<file path="config.mk">
export PLATFORM = sky130hd
export DESIGN_NAME = rotary_encoder_decoder
export DESIGN_NICKNAME = d
export VERILOG_FILES = /design/src/rtl/rotary_encoder_decoder.sv
export SDC_FILE = /design/constraint.sdc
export NUM_CORES = 1
export LEC_CHECK = 0
export CORE_MARGIN = 8
export CORE_UTILIZATION = 60
export DETAILED_ROUTE_END_ITERATION = 8
export PLACE_DENSITY = 0.79
export SETUP_SLACK_MARGIN = 0.4
export SLEW_MARGIN = 20
export SYNTH_ARGS = -nofsm -noshare
export SYNTH_HDL_FRONTEND = slang
export SYNTH_SLANG_ARGS = --single-unit
</file>
<file path="constraint.sdc">
create_clock -name i_Clk -period 2.4 [get_ports i_Clk]
set_input_delay 0.48 -clock i_Clk [delete_from_list [all_inputs] [get_ports i_Clk]]
set_output_delay 0.48 -clock i_Clk [all_outputs]
set_load 0.1 [all_outputs]
</file>
<file path="src/rtl/rotary_encoder_decoder.sv">
// rtl/rotary_encoder_decoder.sv - synchronize, debounce and decode a quadrature rotary encoder with push-button
module rotary_encoder_decoder #(
    parameter int DEBOUNCE_CLK_CYCLES = 1000,
    parameter int STEPS_PER_DETENT    = 4,
    parameter bit BTN_ACTIVE_LOW      = 1
) (
    input  logic i_Clk,
    input  logic i_Rst_n,
    input  logic i_Enc_A,
    input  logic i_Enc_B,
    input  logic i_Enc_Btn,
    output logic o_Encoder_Btn,
    output logic o_Encoder_Left,
    output logic o_Encoder_Right,
    output logic o_Btn_Level,
    output logic o_Error
);

    // Channel packing used throughout: bit2 = button, bit1 = A, bit0 = B.
    // Pin rest level: A/B idle high, button pin idle at its not-pressed level.
    localparam logic [2:0] RAW_REST    = {BTN_ACTIVE_LOW, 2'b11};
    // After polarity correction the button reads 0 = not pressed.
    localparam logic [2:0] STABLE_REST = 3'b011;

    localparam logic signed [3:0] STEP_POS = 4'(STEPS_PER_DETENT);
    localparam logic signed [3:0] STEP_NEG = -STEP_POS;

    logic [2:0] raw;
    logic [2:0] sync1;
    logic [2:0] sync2;
    logic [2:0] synced;
    logic [2:0] stable;

    assign raw = {i_Enc_Btn, i_Enc_A, i_Enc_B};

    // Two-flop synchronizer per raw pin.
    always_ff @(posedge i_Clk or negedge i_Rst_n) begin
        if (!i_Rst_n) begin
            sync1 <= RAW_REST;
            sync2 <= RAW_REST;
        end else begin
            sync1 <= raw;
            sync2 <= sync1;
        end
    end

    // Button polarity is normalised only after the synchronizer so that 1 = pressed.
    assign synced = {sync2[2] ^ BTN_ACTIVE_LOW, sync2[1:0]};

    generate
        if (DEBOUNCE_CLK_CYCLES == 0) begin : g_bypass
            assign stable = synced;
        end else begin : g_filter
            localparam int CNT_W = $clog2(DEBOUNCE_CLK_CYCLES + 1);
            localparam logic [CNT_W-1:0] CNT_LAST = CNT_W'(DEBOUNCE_CLK_CYCLES - 1);

            logic [2:0][CNT_W-1:0] cnt;
            logic [2:0]            stable_q;

            // Per-channel filter: accept a new level only after it has differed for the full window.
            always_ff @(posedge i_Clk or negedge i_Rst_n) begin
                if (!i_Rst_n) begin
                    cnt      <= '0;
                    stable_q <= STABLE_REST;
                end else begin
                    for (int i = 0; i < 3; i++) begin
                        if (synced[i] == stable_q[i]) begin
                            cnt[i] <= '0;
                        end else if (cnt[i] == CNT_LAST) begin
                            stable_q[i] <= synced[i];
                            cnt[i]      <= '0;
                        end else begin
                            cnt[i] <= cnt[i] + CNT_W'(1);
                        end
                    end
                end
            end

            assign stable = stable_q;
        end
    endgenerate

    // Position of a quadrature state along the clockwise cycle 11 -> 01 -> 00 -> 10.
    function automatic logic [1:0] gray_idx(input logic [1:0] ab);
        case (ab)
            2'b11:   gray_idx = 2'd0;
            2'b01:   gray_idx = 2'd1;
            2'b00:   gray_idx = 2'd2;
            default: gray_idx = 2'd3;
        endcase
    endfunction

    logic [1:0]        cur_ab;
    logic [1:0]        prev_ab;
    logic [1:0]        step;
    logic signed [3:0] acc;
    logic signed [3:0] acc_inc;
    logic signed [3:0] acc_dec;

    // Index difference: 1 = clockwise, 3 = counter-clockwise, 2 = both bits flipped (illegal).
    always_comb begin
        cur_ab  = stable[1:0];
        step    = gray_idx(cur_ab) - gray_idx(prev_ab);
        acc_inc = acc + 4'sd1;
        acc_dec = acc - 4'sd1;
    end

    // Quadrature accumulator and registered rotation/error pulses.
    always_ff @(posedge i_Clk or negedge i_Rst_n) begin
        if (!i_Rst_n) begin
            prev_ab         <= 2'b11;
            acc             <= '0;
            o_Encoder_Right <= 1'b0;
            o_Encoder_Left  <= 1'b0;
            o_Error         <= 1'b0;
        end else begin
            o_Encoder_Right <= 1'b0;
            o_Encoder_Left  <= 1'b0;
            o_Error         <= 1'b0;
            prev_ab         <= cur_ab;
            case (step)
                2'd1: begin
                    if (acc_inc == STEP_POS) begin
                        o_Encoder_Right <= 1'b1;
                        acc             <= '0;
                    end else begin
                        acc <= acc_inc;
                    end
                end
                2'd3: begin
                    if (acc_dec == STEP_NEG) begin
                        o_Encoder_Left <= 1'b1;
                        acc            <= '0;
                    end else begin
                        acc <= acc_dec;
                    end
                end
                2'd2: begin
                    o_Error <= 1'b1;
                    acc     <= '0;
                end
                default: begin
                end
            endcase
            // With four steps per detent the rest state 11 is the detent, so re-align there.
            if (STEPS_PER_DETENT == 4 && cur_ab == 2'b11 && prev_ab != 2'b11) begin
                acc <= '0;
            end
        end
    end

    // Button level register and rising-edge press pulse.
    always_ff @(posedge i_Clk or negedge i_Rst_n) begin
        if (!i_Rst_n) begin
            o_Btn_Level   <= 1'b0;
            o_Encoder_Btn <= 1'b0;
        end else begin
            o_Btn_Level   <= stable[2];
            o_Encoder_Btn <= stable[2] & ~o_Btn_Level;
        end
    end

endmodule
</file>
Word-level counts from Yosys, hierarchy flattened
Cells that the tools add are included.
{ "word_totals": {"output_inout_bits": 5, "word_cells": 67, "input_bits": 5, "ff_bits": 50} }
{ "op_classes": {"n_bitwise": 6, "eq_ne": 16, "add_sub_neg": 6, "reduce_logical": 7, "n_mux": 17} }
{ "ops": {"columns": ["cell", "n"], "rows": [
  ["two-way mux 10 bit", 6],
  ["adder 10 x 1 -> 10 bit (second input constant)", 3],
  ["== test 10 bit (second input constant)", 3],
  ["two-way mux 4 bit", 3],
  ["case mux 2 bit (3 select lines)", 2],
  ["case mux 4 bit (3 select lines)", 1],
  ["== test 2 bit (second input constant)", 4],
  ["== test 2 x 1 -> 1 bit (second input constant)", 3],
  ["AND reduction 2 bit", 3],
  ["two-way mux 1 bit", 5],
  ["inverter 1 bit", 5],
  ["adder 4 x 2 -> 4 bit (second input constant)", 1],
  ["== test 4 x 3 -> 1 bit (second input constant)", 1],
  ["== test 4 bit (second input constant)", 1],
  ["logical NOT 2 bit", 2],
  ["nonzero test 4 bit", 1],
  ["subtractor 4 x 2 -> 4 bit (second input constant)", 1],
  ["== test 1 bit", 3],
  ["!= test 2 bit (second input constant)", 1],
  ["subtractor 2 bit", 1],
  ["bitwise AND 1 bit", 1],
  ["logical AND 1 bit", 1]
]} }

Longest topological paths before layout
Gate-level depths: netlist of the first run.
{ "depth": {"ltp_word": 6, "mapped_depth": 8, "mapped_depth_nobuf": 8} }

Worst setup path before layout of the first run
No wires, ideal clock.
{ "synth_path": {"path_kind": "flip-flop to flip-flop", "from": "reg g_filter.stable_q[0]", "to": "reg acc[1]", "path_buffers": 0, "t_arrival_ns": 1.999, "stages_incl_launch_ff": 8, "period_less_slack_ns": 2.110, "slack_ns": 0.290, "setup_ns": 0.111, "t_required_ns": 2.289, "path_cell_list": "dfstp_2 > inv_1 > ha_1 > inv_1 > ha_1 > xnor3_2 > nor3b_1 > a2111oi_2"} }
{ "synth_between": {"elab_chain_len": 6, "elab_cells_between_ends": 12, "cone_classes": "add/sub (1); eq/ne (5); mux (3); reduce/logical (3)"} }
{ "synth_lines": {"columns": ["element", "line", "text"], "rows": [
  ["from (decl)", "58", "logic [2:0] stable_q;"],
  ["from (signal, indexed assignment)", "70", "stable_q[i] <= synced[i];"],
  ["== test 2 x 1 -> 1 bit (tied with other cells)", "85", "case (ab)"],
  ["case mux 2 bit (3 select lines)", "85", null],
  ["subtractor 2 bit", "103", "step = gray_idx(cur_ab) - gray_idx(prev_ab);"],
  ["== test 2 bit / == test 2 x 1 -> 1 bit (equally long branches)", "121", "case (step)"],
  ["case mux 4 bit (3 select lines)", "121", null],
  ["two-way mux 4 bit", "146", "if (STEPS_PER_DETENT == 4 && cur_ab == 2'b11 && prev_ab != 2'b11) begin"],
  ["to (signal assigned)", "127", "acc <= acc_inc;"],
  ["to (decl)", "96", "logic signed [3:0] acc;"]
]} }
Parallel ways exist; a longest one is shown, timed or not.
A chain may end at the register's enable or synchronous reset.

Final worst setup path of the first run
{ "layout_path": {"from": "reg g_filter.stable_q[1]", "to": "reg acc[1]"} }
Same word-level chain as after synthesis.

==> impl_metrics.env, run 1 <==
export IMPL_routed_wirelength_um=4401
export IMPL_total_internal_power_w=0.001192
export IMPL_commonest_non_fill_non_tap_cell_in_the_layout="sky130_fd_sc_hd__dfrtp_1"
export IMPL_syn2layout_area_growth_pct=17.34
export IMPL_ios=10
export IMPL_cts_sinks=50
export IMPL_min_period_over_period_pct=82.10
export IMPL_synth_cells=228
export IMPL_multi_input_gate_area_in_the_final_layout_sq_mm=0.001200
export IMPL_cts_root_buf="sky130_fd_sc_hd__clkbuf_8"
export IMPL_grt_pass1_vias=1625
export IMPL_seq_power_share_pct=57.7
export IMPL_floorplan_rows=23
export IMPL_net_count_after_synthesis=246
export IMPL_drt_drc_violations_left=0
export IMPL_power_static_leakage_nw=1.225
export IMPL_layout_common_cells="sky130_fd_sc_hd__dfrtp_1 (40), sky130_fd_sc_hd__nor2_1 (35), sky130_fd_sc_hd__xnor2_1 (17), sky130_fd_sc_hd__nand2_1 (16), sky130_fd_sc_hd__xor2_1 (12)"
export IMPL_tritoncts_num_buffers=5
export IMPL_initial_core_util_pct=61.50
export IMPL_grt_overflow_total=0
export IMPL_synth_yosys_warnings=0
export IMPL_die_height_um=79.57
export IMPL_synth_cell_types=36
export IMPL_cp_startpoint="g_filter.stable_q[1]$_DFFE_PN1P_"
export IMPL_power_density_mw_per_mm2=532.9
export IMPL_path_cells="inv_2 > ha_4 > inv_4 > ha_4 > xnor3_2 > buf_6 > nor2_4 > a2111oi_4"
export IMPL_cap_violations=0
export IMPL_nNetsFinal=269
export IMPL_grt_max_degree=26
export IMPL_status="complete, no violations"
export IMPL_yosys_register_bits=50
export IMPL_die_x_um=79.57
export IMPL_regArea_sq_mm=0.001264
export IMPL_design_die_area_sq_mm=0.006331
export IMPL_r2r_startpoint="g_filter.stable_q[1]$_DFFE_PN1P_"
export IMPL_timing_hold_worst_class="in2async"
export IMPL_track_usage_pct=15.03
export IMPL_fillers=261
export IMPL_power_switching_w=0.0003238
export IMPL_drt_antenna_violating_nets=0
export IMPL_rsz0062_at_grt="true"
export IMPL_totalNegativeSetupSlack_ns=0
export IMPL_layout_setup_ws_ns=0.4295
export IMPL_tritoncts_clock_tree="yes"
export IMPL_clk_path_buf_depth=2
export IMPL_post_layout_total_power_w=0.001516
export IMPL_criticalPathCategory="reg2reg"
export IMPL_drive_above_1_share_pct=23.41
export IMPL_ctsHtreeMaxLevel=2
export IMPL_startpoint_type="flop"
export IMPL_initial_antenna_violation_count=0
export IMPL_worst_clock_skew_ns=0.009897
export IMPL_worstPathArrival_ns=2.18
export IMPL_crit_path_frequent_cell="sky130_fd_sc_hd__ha_4"
export IMPL_critical_path_endpoint_type="flop"
export IMPL_first_pass_iters=5
export IMPL_post_drt_via_cell_ratio=5.397
export IMPL_timing_slew_headroom_pct=64.72
export IMPL_setup_viol_count_final=0
export IMPL_final_max_slew_violation_count=0
export IMPL_post_route_min_period_ns=1.970
export IMPL_drt_wirelength_per_cell_um=14.57
export IMPL_critPathSlowestCell="sky130_fd_sc_hd__dfstp_2"
export IMPL_vias=1630
export IMPL_placeableCoreArea_sq_mm=0.003943
export IMPL_hold_viol_final=0
export IMPL_clock_latency_ns=0.30
export IMPL_placement_io_buffers=9
export IMPL_maxClockFrequency_ghz=0.5075
export IMPL_worst_endpoint_required_ns=2.61
export IMPL_power_frac_comb_pct=3.7
export IMPL_postCtsHoldBufs=0
export IMPL_antennaDiodeCount=0
export IMPL_synth_ff_type="sky130_fd_sc_hd__dfrtp_1"
export IMPL_worst_r2r_path_depth=8
export IMPL_slowest_delay_ns=0.56
export IMPL_crit_path_max_fanout=6
export IMPL_dp_worst_setup_slack_ns=0.2428
export IMPL_synth_sequential_area_ratio_pct=52.12
export IMPL_gp_routability_congestion=0.8064
export IMPL_hpwlAfterDp_um=2752
export IMPL_synthArstFlopShare_pct=100.0
export IMPL_path_clk_slew_ns=0.09
export IMPL_mappedNetlistArea_sq_mm=0.002425
export IMPL_irDropWorstVdd_uv=426.5
export IMPL_drt_iter0_drc=64
export IMPL_grt_pass1_wl_um=7479
export IMPL_share_of_total_power_consumed_by_net_switching_pct=21.35
export IMPL_syn_avg_cell_area_sq_um=10.64
export IMPL_tightestPinTransition_ns=0.5292
export IMPL_synth_enable_flop_cells=0
export IMPL_clock_power_share_pct=38.5
## state kept, by name, summed over array words and instances (netlist names), 2 cells and up
signal	count
acc	4
sync1	3
g_filter.cnt	30
sync2	3
prev_ab	2
g_filter.stable_q	3
## worst max-delay path: cells and delay by family (launching register included)
kind            cells  cell delay, ns
fa+ha+maj           2            0.43
flops               1            0.56
simple gates        1            0.04
buf+inv             3            0.23
xor+xnor            1            0.31
compound gates      1            0.30
## synthesized netlist by cell type, drive strengths merged (2+ instances only)
| library cell | n | area share [%] |
|---|---|---|
| nand4 | 7 | 1.8 |
| mux2 | 2 | 1.2 |
| a2111oi | 2 | 0.98 |
| nand4b | 2 | 0.72 |
| or4 | 3 | 1.2 |
| nor3 | 10 | 2.1 |
| inv | 15 | 2.3 |
| ha | 13 | 6.7 |
| and3 | 2 | 0.62 |
| xnor2 | 19 | 6.9 |
| dfstp | 10 | 11 |
| nand3 | 9 | 1.9 |
| and2 | 3 | 0.77 |
| buf | 2 | 0.52 |
| nor2 | 38 | 6.2 |
| a21oi | 2 | 0.41 |
| dfrtp | 40 | 41 |
| o21ai | 4 | 0.83 |
| nand2b | 6 | 1.5 |
| nand2 | 16 | 2.5 |
| xor2 | 12 | 4.3 |
## logic make-up (layout without fill, tap and decap cells)
logic type | Yosys count | after routing | synth area share [%]
and+or+nand+nor | 99 | 99 | 20.12
DFF | 50 | 50 | 52.12
xor gates and xnor gates | 32 | 32 | 12.18
buffers and inverters | 17 | 41 | 2.838
AOI/OAI and AO/OA | 15 | 15 | 4.799
adders and majority gates | 13 | 13 | 6.708
muxes | 2 | 2 | 1.238
## power by group through the flow
stage                      logic, W  clock network [W]  registers (W)
final                     0.0000564           0.000584       0.000875
after global routing      0.0000666           0.000623       0.000878
after CTS                 0.0000584           0.000592       0.000876
after detailed placement  0.0000577                  0       0.000892
after global placement    0.0000565                  0       0.000891
after floorplan           0.0000283                  0       0.000889
## routing by layer
metal  GRT usage [%]  part of all wire [%]
met3           3.941                   3.9
met4           8.519                   1.9
met2           24.29                    50
met1           17.69                    44
met5               0                     0
## final timing paths
| kind | to | slack [ns] |
|---|---|---|
| worst min register to register | sync2[1]$_DFF_PN1_ | 0.36 |
| worst min-delay path | g_filter.cnt[2]$_DFF_PN0_ | 0.14 |
| min in group i_Clk | sync2[1]$_DFF_PN1_ | 0.36 |
| worst max-delay path | acc[1]$_DFFE_PN0P_ | 0.43 |
| max in group asynchronous | sync2[0]$_DFF_PN1_ | 1.59 |
| worst max register to register | acc[1]$_DFFE_PN0P_ | 0.43 |
## repair_timing
| item | CTS | global route |
|---|---|---|
| endpoints found under the hold margin | 0 | 0 |
| resized for setup | 17 | 8 |
| buffers inserted | 5 | 2 |
| pin swaps | 5 | 3 |
| endpoints found under the setup margin | 4 | 5 |
| gates cloned | 0 | 0 |
## through the flow
step	cell area [sq um]	std cells	util (%)	hold slack (ns)
after global placement	2562	287	65.00	0.3465
after floorplan	2425	228	-	0.1844
final	2845	302	72.17	0.1435
after detailed placement	2562	287	65.00	0.3468
after global routing	2845	302	72.17	0.1927
after CTS	2788	300	70.71	0.1613
## area by class of cell
class                      instances  area share (%)
sequential                        50           44.42
multi-input combinational        161           42.17
timing repair buffer              18           5.321
clock buffer                       5           2.419
tap                               50           2.199
inverter                          15           2.067
clock inverter                     3           1.407
No activity file was read; power rests on OpenSTA's default activity.
==> run 2, diff against run 1 <==
CORE_UTILIZATION = 54   (was 60)
PLACE_DENSITY = 0.75   (was 0.79)
clock period = 1.6 ns   (was 2.4 ns; I/O delays follow)
==> run 2 against run 1 <==
Sequential share of layout area down 8.2 points. Global-route usage fell by 0.22 points. Power grew 56%. The run now ends with setup timing left.
==> impl_metrics.env, run 2 (same netlist as run 1, synthesis figures left out) <==
export IMPL_status="finished, violations left"
export IMPL_failed_checks="setup timing"
export IMPL_largest_register="g_filter.cnt"
export IMPL_placed_area_sq_mm=0.002885
export IMPL_timing_slew_headroom_pct=72.13
export IMPL_tightestPinTransition_ns=0.4075
export IMPL_worst_r2r_path_depth=6
export IMPL_grt_pass1_vias=1918
export IMPL_cap_violations=0
export IMPL_crit_path_frequent_cell="sky130_fd_sc_hd__ha_4"
export IMPL_nNetsFinal=312
export IMPL_grt_overflow_total=0
export IMPL_holdCritStartpoint="sync1[2]$_DFF_PN1_"
export IMPL_syn2layout_area_growth_pct=44.79
export IMPL_placement_io_buffers=9
export IMPL_post_drt_via_cell_ratio=5.403
export IMPL_layout_core_utilization_pct=80.63
export IMPL_startpoint_type="flop"
export IMPL_die_height_um=83.01
export IMPL_reg_to_reg_end="acc[0]$_DFFE_PN0P_"
export IMPL_placeableCoreArea_sq_mm=0.004354
export IMPL_criticalPathCategory="reg2reg"
export IMPL_drt_antenna_violating_nets=0
export IMPL_biggestRegsByFlops="g_filter.cnt: 30 flops, acc: 4 flops"
export IMPL_clock_latency_ns=0.30
export IMPL_critical_path_endpoint_type="flop"
export IMPL_post_route_cell_area_sq_mm=0.003511
export IMPL_worstPathArrival_ns=2.16
export IMPL_rsz0062_at_grt="true"
export IMPL_hold_viol_final=0
export IMPL_tritoncts_clock_tree="yes"
export IMPL_grt_pass1_wl_um=8583
export IMPL_ios=10
export IMPL_whs_endpoint="sync2[2]$_DFF_PN1_"
export IMPL_worst_endpoint_required_ns=1.83
export IMPL_setup_viol_count_final=7
export IMPL_maxClockFrequency_ghz=0.5183
export IMPL_die_x_um=83.01
export IMPL_drt_drc_violations_left=0
export IMPL_totalNegativeSetupSlack_ns=-1.730
export IMPL_path_cells="inv_1 > ha_4 > ha_4 > xnor3_2 > a31o_4 > o21ai_2"
export IMPL_drive_above_1_share_pct=48.14
export IMPL_path_clk_slew_ns=0.09
export IMPL_drt_iter0_drc=44
export IMPL_gp_routability_congestion=0.8522
export IMPL_crit_path_max_fanout=4
export IMPL_clk_path_buf_depth=2
export IMPL_commonest_non_fill_non_tap_cell_in_the_layout="sky130_fd_sc_hd__buf_4"
export IMPL_cts_root_buf="sky130_fd_sc_hd__clkbuf_8"
export IMPL_r2r_startpoint="prev_ab[0]$_DFF_PN1_"
export IMPL_critPathTopFamily="flip-flops"
export IMPL_initial_antenna_violation_count=0
export IMPL_min_period_over_period_pct=120.6
export IMPL_whs_path_depth=0
export IMPL_largest_register_ffs=30
export IMPL_power_static_leakage_nw=1.444
export IMPL_final_max_slew_violation_count=0
export IMPL_drt_wirelength_per_cell_um=14.97
export IMPL_cts_sinks=50
export IMPL_tritoncts_num_buffers=5
export IMPL_reg2reg_slack_ns=-0.33
export IMPL_design_die_area_sq_mm=0.006891
export IMPL_grt_max_degree=38
export IMPL_vias=1875
export IMPL_timing_hold_worst_class="reg2reg"
export IMPL_first_pass_iters=4
export IMPL_post_route_min_period_ns=1.929
export IMPL_routed_wirelength_um=5195
export IMPL_hpwlAfterDp_um=2992
export IMPL_layout_setup_ws_ns=-0.3293
export IMPL_layout_common_cells="sky130_fd_sc_hd__buf_4 (43), sky130_fd_sc_hd__dfrtp_1 (35), sky130_fd_sc_hd__nor2_4 (19), sky130_fd_sc_hd__xnor2_1 (19), sky130_fd_sc_hd__nor2_1 (14)"
export IMPL_slowest_delay_ns=0.54
export IMPL_number_of_placed_cells_counting_well_taps=309
export IMPL_wp_buf_inv=1
export IMPL_fin_cells=347
export IMPL_floorplan_rows=24
export IMPL_track_usage_pct=14.80
export IMPL_irDropWorstVdd_uv=582.7
export IMPL_worst_clock_skew_ns=0.005520
export IMPL_ctsHtreeMaxLevel=2
export IMPL_antennaDiodeCount=0
export IMPL_power_density_mw_per_mm2=675.0
export IMPL_critPathSlowestCell="sky130_fd_sc_hd__dfstp_2"
export IMPL_initial_core_util_pct=55.69
==> run 2: timing repair <==
item	in CTS	in global routing
endpoints found under the setup margin	39	41
hold endpoints to repair	13	0
setup buffers	17	11
pin swaps	19	11
gates resized for setup	32	36
gates cloned	1	0
hold buffers	1	0
==> run 2: layer usage <==
layer	routed length, um	global-route usage, %
met1	2220	17.32
met2	2654	24.33
met3	220	4.297
met4	99	6.869
met5	0	0
==> run 2: worst max path at each step <==
stage	from	to	slack, ns	cells after the start
6_report	prev_ab[0]$_DFF_PN1_	acc[0]$_DFFE_PN0P_	-0.33	6
5_1_grt	g_filter.stable_q[0]$_DFFE_PN1P_	acc[0]$_DFFE_PN0P_	-0.38	7
4_1_cts	g_filter.stable_q[0]$_DFFE_PN1P_	acc[1]$_DFFE_PN0P_	-0.28	6
3_5_place_dp	prev_ab[0]$_DFF_PN1_	acc[1]$_DFFE_PN0P_	-0.31	6
3_3_place_gp	prev_ab[0]$_DFF_PN1_	acc[1]$_DFFE_PN0P_	-0.25	6
2_1_floorplan	g_filter.stable_q[1]$_DFFE_PN1P_	acc[1]$_DFFE_PN0P_	-0.24	6
==> run 2: report_power, final <==
part | switching, W | total, W | internal (W)
Clock | 0.000427 | 0.000892 | 0.000465
Sequential | 0.0000197 | 0.00132 | 0.00130
Combinational | 0.0000847 | 0.000163 | 0.0000780
Total | 0.000531 | 0.00237 | 0.00184
==> run 2: area by class of cell <==
class	instances	area (sq um)
clock buffer	5	68.82
clock inverter	3	45.04
inverter	15	58.81
timing repair buffer	60	555.5
sequential	50	1270
tap	52	65.06
multi-input combinational	162	1448
fill	244	843.3
==> run 2: per-stage QoR <==
step           power [W]  hold WS, ns  setup WS (ns)
2_1_floorplan   0.001388      0.02441        -0.2428
3_3_place_gp    0.001435       0.2398        -0.2535
3_5_place_dp    0.001440       0.2411        -0.3139
4_1_cts         0.002370       0.3566        -0.2837
5_1_grt         0.002464       0.3634        -0.3814
6_report        0.002370       0.3547        -0.3293
